<file path="config.mk">
export PLATFORM = sky130hd
export DESIGN_NAME = divider_sequential
export DESIGN_NICKNAME = d
export VERILOG_FILES = /design/src/rtl/divider_sequential.sv
export SDC_FILE = /design/constraint.sdc
export NUM_CORES = 1
export LEC_CHECK = 0
export ABC_AREA = 1
export ABC_CLOCK_PERIOD_IN_PS = 1700
export BUFFER_PORTS_ARGS = -buffer_cell sky130_fd_sc_hd__buf_2
export CAP_MARGIN = 20
export CORE_ASPECT_RATIO = 1.4
export CORE_MARGIN = 1.5
export CORE_UTILIZATION = 48
export DETAILED_ROUTE_END_ITERATION = 10
export PLACE_DENSITY = 0.74
export SYNTH_ARGS = -nofsm -noshare
export SYNTH_HDL_FRONTEND = slang
export SYNTH_SLANG_ARGS = --single-unit
</file>
<file path="constraint.sdc">
create_clock -name clock -period 1.7 [get_ports clock]
set_input_delay 0.51 -clock clock [delete_from_list [all_inputs] [get_ports clock]]
set_output_delay 0.51 -clock clock [all_outputs]
set_load 0.01 [all_outputs]
</file>
<file path="src/rtl/divider_sequential.sv">
// Sequential restoring unsigned divider: one quotient bit per clock over N cycles,
// with a start/busy/done handshake. Divide-by-zero short-circuits straight to DONE.
module divider_sequential #(
    parameter int N = 4
) (
    input  logic         clock,
    input  logic         reset_n,
    input  logic         start,
    input  logic [N-1:0] dividend,
    input  logic [N-1:0] divisor,
    output logic         busy,
    output logic         done,
    output logic [N-1:0] quotient,
    output logic [N-1:0] remainder,
    output logic         div_by_zero
);
    localparam int C = (N > 1) ? $clog2(N) : 1;

    typedef enum logic [1:0] {IDLE, RUN, DONE} state_t;

    state_t         r_state;
    state_t         w_next;
    logic [C-1:0]   r_count;
    logic [N:0]     r_a;
    logic [N-1:0]   r_q;
    logic [N-1:0]   r_m;
    logic           r_dz;
    logic [N:0]     w_s;
    logic [N:0]     w_t;
    logic           w_accept;
    logic           w_zero;

    assign w_accept = start && (r_state != RUN);
    assign w_zero   = (divisor == '0);

    // Trial subtraction: a clear borrow bit means the divisor fits.
    assign w_s = {r_a[N-1:0], r_q[N-1]};
    assign w_t = w_s - {1'b0, r_m};

    always_comb begin
        w_next = r_state;
        case (r_state)
            IDLE, DONE: begin
                if (start) w_next = w_zero ? DONE : RUN;
                else       w_next = IDLE;
            end
            RUN: begin
                if (r_count == '0) w_next = DONE;
            end
            default: w_next = IDLE;
        endcase
    end

    always_ff @(posedge clock or negedge reset_n) begin
        if (!reset_n) begin
            r_state <= IDLE;
        end else begin
            r_state <= w_next;
        end
    end

    always_ff @(posedge clock or negedge reset_n) begin
        if (!reset_n) begin
            r_count <= '0;
            r_a     <= '0;
            r_q     <= '0;
            r_m     <= '0;
            r_dz    <= 1'b0;
        end else if (w_accept) begin
            if (w_zero) begin
                r_q  <= '1;
                r_a  <= {1'b0, dividend};
                r_dz <= 1'b1;
            end else begin
                r_a     <= '0;
                r_q     <= dividend;
                r_m     <= divisor;
                r_count <= C'(N - 1);
                r_dz    <= 1'b0;
            end
        end else if (r_state == RUN) begin
            if (!w_t[N]) begin
                r_a <= w_t;
                r_q <= {r_q[N-2:0], 1'b1};
            end else begin
                r_a <= w_s;
                r_q <= {r_q[N-2:0], 1'b0};
            end
            if (r_count != '0) r_count <= r_count - 1'b1;
        end
    end

    assign busy        = (r_state == RUN);
    assign done        = (r_state == DONE);
    assign quotient    = r_q;
    assign remainder   = r_a[N-1:0];
    assign div_by_zero = r_dz;

endmodule

</file>
---- Yosys cells after proc, flatten, opt, wreduce, memory -nomap -nowiden ----
Cells that the tools add are included.
word-level totals
  flip-flop bits (word level) ............. 17
  bits in latches ......................... 0
  bits in writable memories ............... 0
  memory bits (read-only) ................. 0
  input bits .............................. 11
  output and inout port bits .............. 11
  word-level logic and storage cells ...... 41
  memories kept ........................... 0
operators by class
  $add $sub $neg .......................... 2
  multiply operators ...................... 0
  div/mod/pow operators ................... 0
  magnitude comparators ................... 0
  equal/unequal tests ..................... 5
  shift operators ......................... 0
  multiplexer cells ....................... 17
  bitwise logic cells ..................... 1
  reductions and logical operators ........ 10
operators with widths
  kind                                                    count
  2-to-1 mux 4 bit                                        7
  2-to-1 mux 2 bit                                        7
  nonzero test 2 bit                                      3
  subtractor 5 x 4 -> 5 bit                               1
  zero test 2 bit                                         2
  zero test 4 bit                                         1
  inequality test 2 x 1 -> 1 bit (second input constant)  2
  one-hot mux 2 bit (2 select lines)                      1
  AND reduction 3 bit                                     1
  equality test 2 x 1 -> 1 bit (second input constant)    1
  equality test 2 bit (second input constant)             1
  2-to-1 mux 1 bit                                        2
  inequality test 2 bit (second input constant)           1
  AND reduction 2 bit                                     1
  OR reduction 2 bit                                      1
  subtractor 2 x 1 -> 2 bit (second input constant)       1
  logical AND 1 bit                                       1
  inverter 1 bit                                          1

---- Logic depth before layout (Yosys ltp) ----
  depth after elaboration ................. 4
  gate-level depth with buffers ........... 12
  depth with buffers taken out ............ 12

---- Worst setup path before layout ----
Ideal clock, no wire load.
  kind .................................... register to register
  start ................................... register r_q[3], in the netlist quotient[3]
  end ..................................... register r_a[3]
  library setup time ...................... 117 ps
  data arrival time ....................... 1653 ps
  data required time ...................... 1583 ps
  path slack .............................. -69 ps
  cell stages (with the launch flop) ...... 12
  path buffers ............................ 0
  clock period less this slack ............ 1769 ps
  cell sequence ........................... dfrtp_1 inv_1 ha_1 fa_1 inv_1 nand3_1 nand3_2 nand2_2 nor2_1 nor2_1 nor2_1 nor2_1
on the way
  longest elaborated chain between the ends .. 4
ends and longest elaborated chain
  what                       line  source
  start: declaration         25    logic [N-1:0] r_q;
  start signal: assignment   76    r_q <= dividend;
  start signal: assignment   84    r_q <= {r_q[N-2:0], 1'b1};
  start signal: assignment   87    r_q <= {r_q[N-2:0], 1'b0};
  subtractor 5 x 4 -> 5 bit  38    assign w_t = w_s - {1'b0, r_m};
  2-to-1 mux 4 bit           82    if (!w_t[N]) begin
  2-to-1 mux 4 bit           81    end else if (r_state == RUN) begin
  2-to-1 mux 4 bit           69    end else if (w_accept) begin
  end signal: assignment     72    r_a <= {1'b0, dividend};
  end signal: assignment     83    r_a <= w_t;
  end signal: assignment     86    r_a <= w_s;
  end: declaration           24    logic [N:0] r_a;
No other way between the ends. The select of a mux whose other input is x is not followed.
A chain may end at the register's enable or synchronous reset.

---- Worst setup path after layout ----
  start ................................... register r_m[0]
  end ..................................... register r_a[2]
on the way
  longest elaborated chain between the ends .. 4
ends and longest elaborated chain
  what                       line  source
  start: declaration         26    logic [N-1:0] r_m;
  start signal: assignment   77    r_m <= divisor;
  subtractor 5 x 4 -> 5 bit  38
  2-to-1 mux 4 bit           82
  2-to-1 mux 4 bit           81
  2-to-1 mux 4 bit           69
No other way between the ends. The select of a mux whose other input is x is not followed.

==> metrics.yaml <==
final_hold_viol_count: 0
powerDensity_nw_per_um2: 2419
grt_first_pass_wirelength_mm: 4.140
syn-num-nets: 151
skew_ns: 0.006476
whs_ns: 0.1140
root_buffer: "clkbuf_4"
setup-violations-final: 0
rsz0062_at_grt: "yes"
nets: 186
status: "complete, no violations"
dieArea_sq_um: 2597
power.leakage_nw: 0.7330
maxCapViolations: 0
syn_area_sq_um: 1102
cts_buffers: 3
first_iter_violations: 31
drc_errors: 0
worst_pin_slew_ns: 0.3936
post_drt_wl_per_cell_microns: 13.92
slew_headroom_pct: 73.76
firstDrtPassIters: 4
grt_antenna_before_repair: 0
clock_latency_ns: 0.30
grt-ovfl-total: 0
die_h_microns: 59.70
wl_mm: 2.645
crit_cells: 9
start_util_pct: 50.63
crit-reg2reg-capture: "r_a[2]$_DFFE_PN0P_"
slowest_stage: "dfrtp_1"
crit_type: "reg2reg"
detailed_place_hpwl_mm: 1.916
avgSynthCellArea_sq_um: 8.226
cpPeakStageDelay_ns: 0.42
clockBufferDepth: 2
cp_data_required_time_ns: 1.94
synthCells: 134
drv_slew: 0
fmaxAchievable_ghz: 0.5951
place_congestion: 0.8260
ff2ff_path_depth: 9
postCtsHoldBufs: 0
rows: 20
cp_max_fo: 4
peakVddDrop_uv: 1205
ys_ff_latch: 17
cp-end-kind: "flip-flop"
cp.arrival_ns: 1.92
vias: 1012
cts.sinks: 17
clk_pin_slew_ns: 0.10
startpoint: "r_m[0]$_DFFE_PN0P_"
yosysWarnings: 0
path_buf_inv: 1
timing.rr.start: "r_m[0]$_DFFE_PN0P_"
cts_tree: "yes"
cpLargestDelayFamily: "adder cells"
n_antenna_cell: 0
grt_max_degree: 18
mostFrequentLayoutCells: "inv_1, buf_2, nand2_1, dfrtp_1, nor2_1"
postRouteAntennaNets: 0
start_kind: "flip-flop"
htreeDepth: 1
gr-usage-all-layers_pct: 21.82
yosysSeqAreaShare_pct: 38.59
coreArea_sq_um: 2177
crit_path_cell_trace: "ha_4 > fa_2 > inv_2 > nand2_1 > nand2_2 > nand3_4 > nand3_1 > nand3_2 > a21oi_1"
fp.dieW_microns: 43.50
fin_crit_ns: 1.681
rrSetupSlack_ns: 0.02
fin_util_pct: 62.76
viasPerCell: 5.326
syn2layout_area_growth_pct: 23.95
ys_types: 25
finalCritPeriodShare_pct: 98.85
tns_ns: 0
hp-class: "in2async"
drive_gt1_share_pct: 38.10
pin_count: 22
grt_pass1_vias: 964
cp-endpoint: "r_a[2]$_DFFE_PN0P_"
numPortBuffers: 21
==> metrics by stage <==
stage | cell area (sq um) | std cells | setup WS (ns) | total power, W
finish | 1366 | 190 | 0.01948 | 0.003305
global route | 1366 | 190 | -0.07012 | 0.003589
CTS | 1329 | 189 | -0.03753 | 0.003089
detailed placement | 1250 | 180 | -0.02631 | 0.002699
global placement | 1250 | 180 | 0.04632 | 0.002625
floorplan | 1107 | 134 | 0.01096 | 0.002191
==> per-layer routing <==
layer,wire length [microns],global-route usage [%],vias up
met3,80,2.115,11
met5,0,0,-
met4,113,11.26,0
met2,1496,41.36,32
li1,-,-,498
met1,955,23.35,471
==> what timing repair did <==
item	CTS	global route
endpoints found under the setup margin	3	5
pin swaps	6	4
resized for setup	4	7
buffers inserted	5	1
==> cells by family (layout without fill, tap and decap cells) <==
family	count (synthesis)	after routing	synth area share (%)
AOI/OAI and AO/OA	27	27	13.17
adders and majority gates	6	6	7.492
and+or+nand+nor	54	54	27.92
DFF	17	17	38.59
buffers and inverters	29	63	12.03
xor gates and xnor gates	1	1	0.7947
==> sequential cells by signal, indices dropped and copies added, names as in the netlist <==
| name | count |
|---|---|
| r_count | 2 |
| r_m | 4 |
| r_state | 2 |
| quotient | 4 |
| div_by_zero | 1 |
| r_a | 4 |
==> area by class of cell <==
| cell class | instances | area [sq um] |
|---|---|---|
| fillers | 197 | 810.8 |
| multi-input cells | 88 | 593.1 |
| flip-flops and latches | 17 | 425.4 |
| repair buffers | 31 | 180.2 |
| inverters | 28 | 112.6 |
| well taps | 22 | 27.53 |
| clock buffers | 3 | 22.52 |
| clock inverters | 1 | 5.005 |
==> cell usage after synthesis, drive strengths merged <==
| library cell | n | area (sq um) |
|---|---|---|
| nand4 | 1 | 6.260 |
| o22ai | 1 | 6.260 |
| inv | 27 | 103.9 |
| ha | 5 | 62.56 |
| clkinv | 1 | 8.760 |
| buf | 1 | 20.02 |
| nor2 | 16 | 98.84 |
| nand3 | 15 | 100.1 |
| xor2 | 1 | 8.760 |
| nand2 | 22 | 102.6 |
| a21oi | 12 | 60.06 |
| o31ai | 1 | 7.510 |
| o21a | 1 | 7.510 |
| dfrtp | 17 | 425.4 |
| o21ai | 12 | 63.81 |
| fa | 1 | 20.02 |
==> power by group <==
group          leakage [nW]  internal (W)  switching [W]
clock network        0.0177     0.0000878       0.000135
logic                 0.515      0.000965        0.00135
registers             0.200      0.000613       0.000158
==> how the worst min path moves through the flow <==
stage / startpoint / endpoint / cells past startpoint
2_1_floorplan: reset_n / div_by_zero$_DFFE_PN0P_ / 0
3_3_place_gp: reset_n / div_by_zero$_DFFE_PN0P_ / 1
3_5_place_dp: reset_n / div_by_zero$_DFFE_PN0P_ / 1
4_1_cts: reset_n / div_by_zero$_DFFE_PN0P_ / 1
5_1_grt: reset_n / div_by_zero$_DFFE_PN0P_ / 1
6_report: reset_n / r_state[1]$_DFFE_PN0P_ / 1
Note: power is estimated with default switching activity, not from simulation.
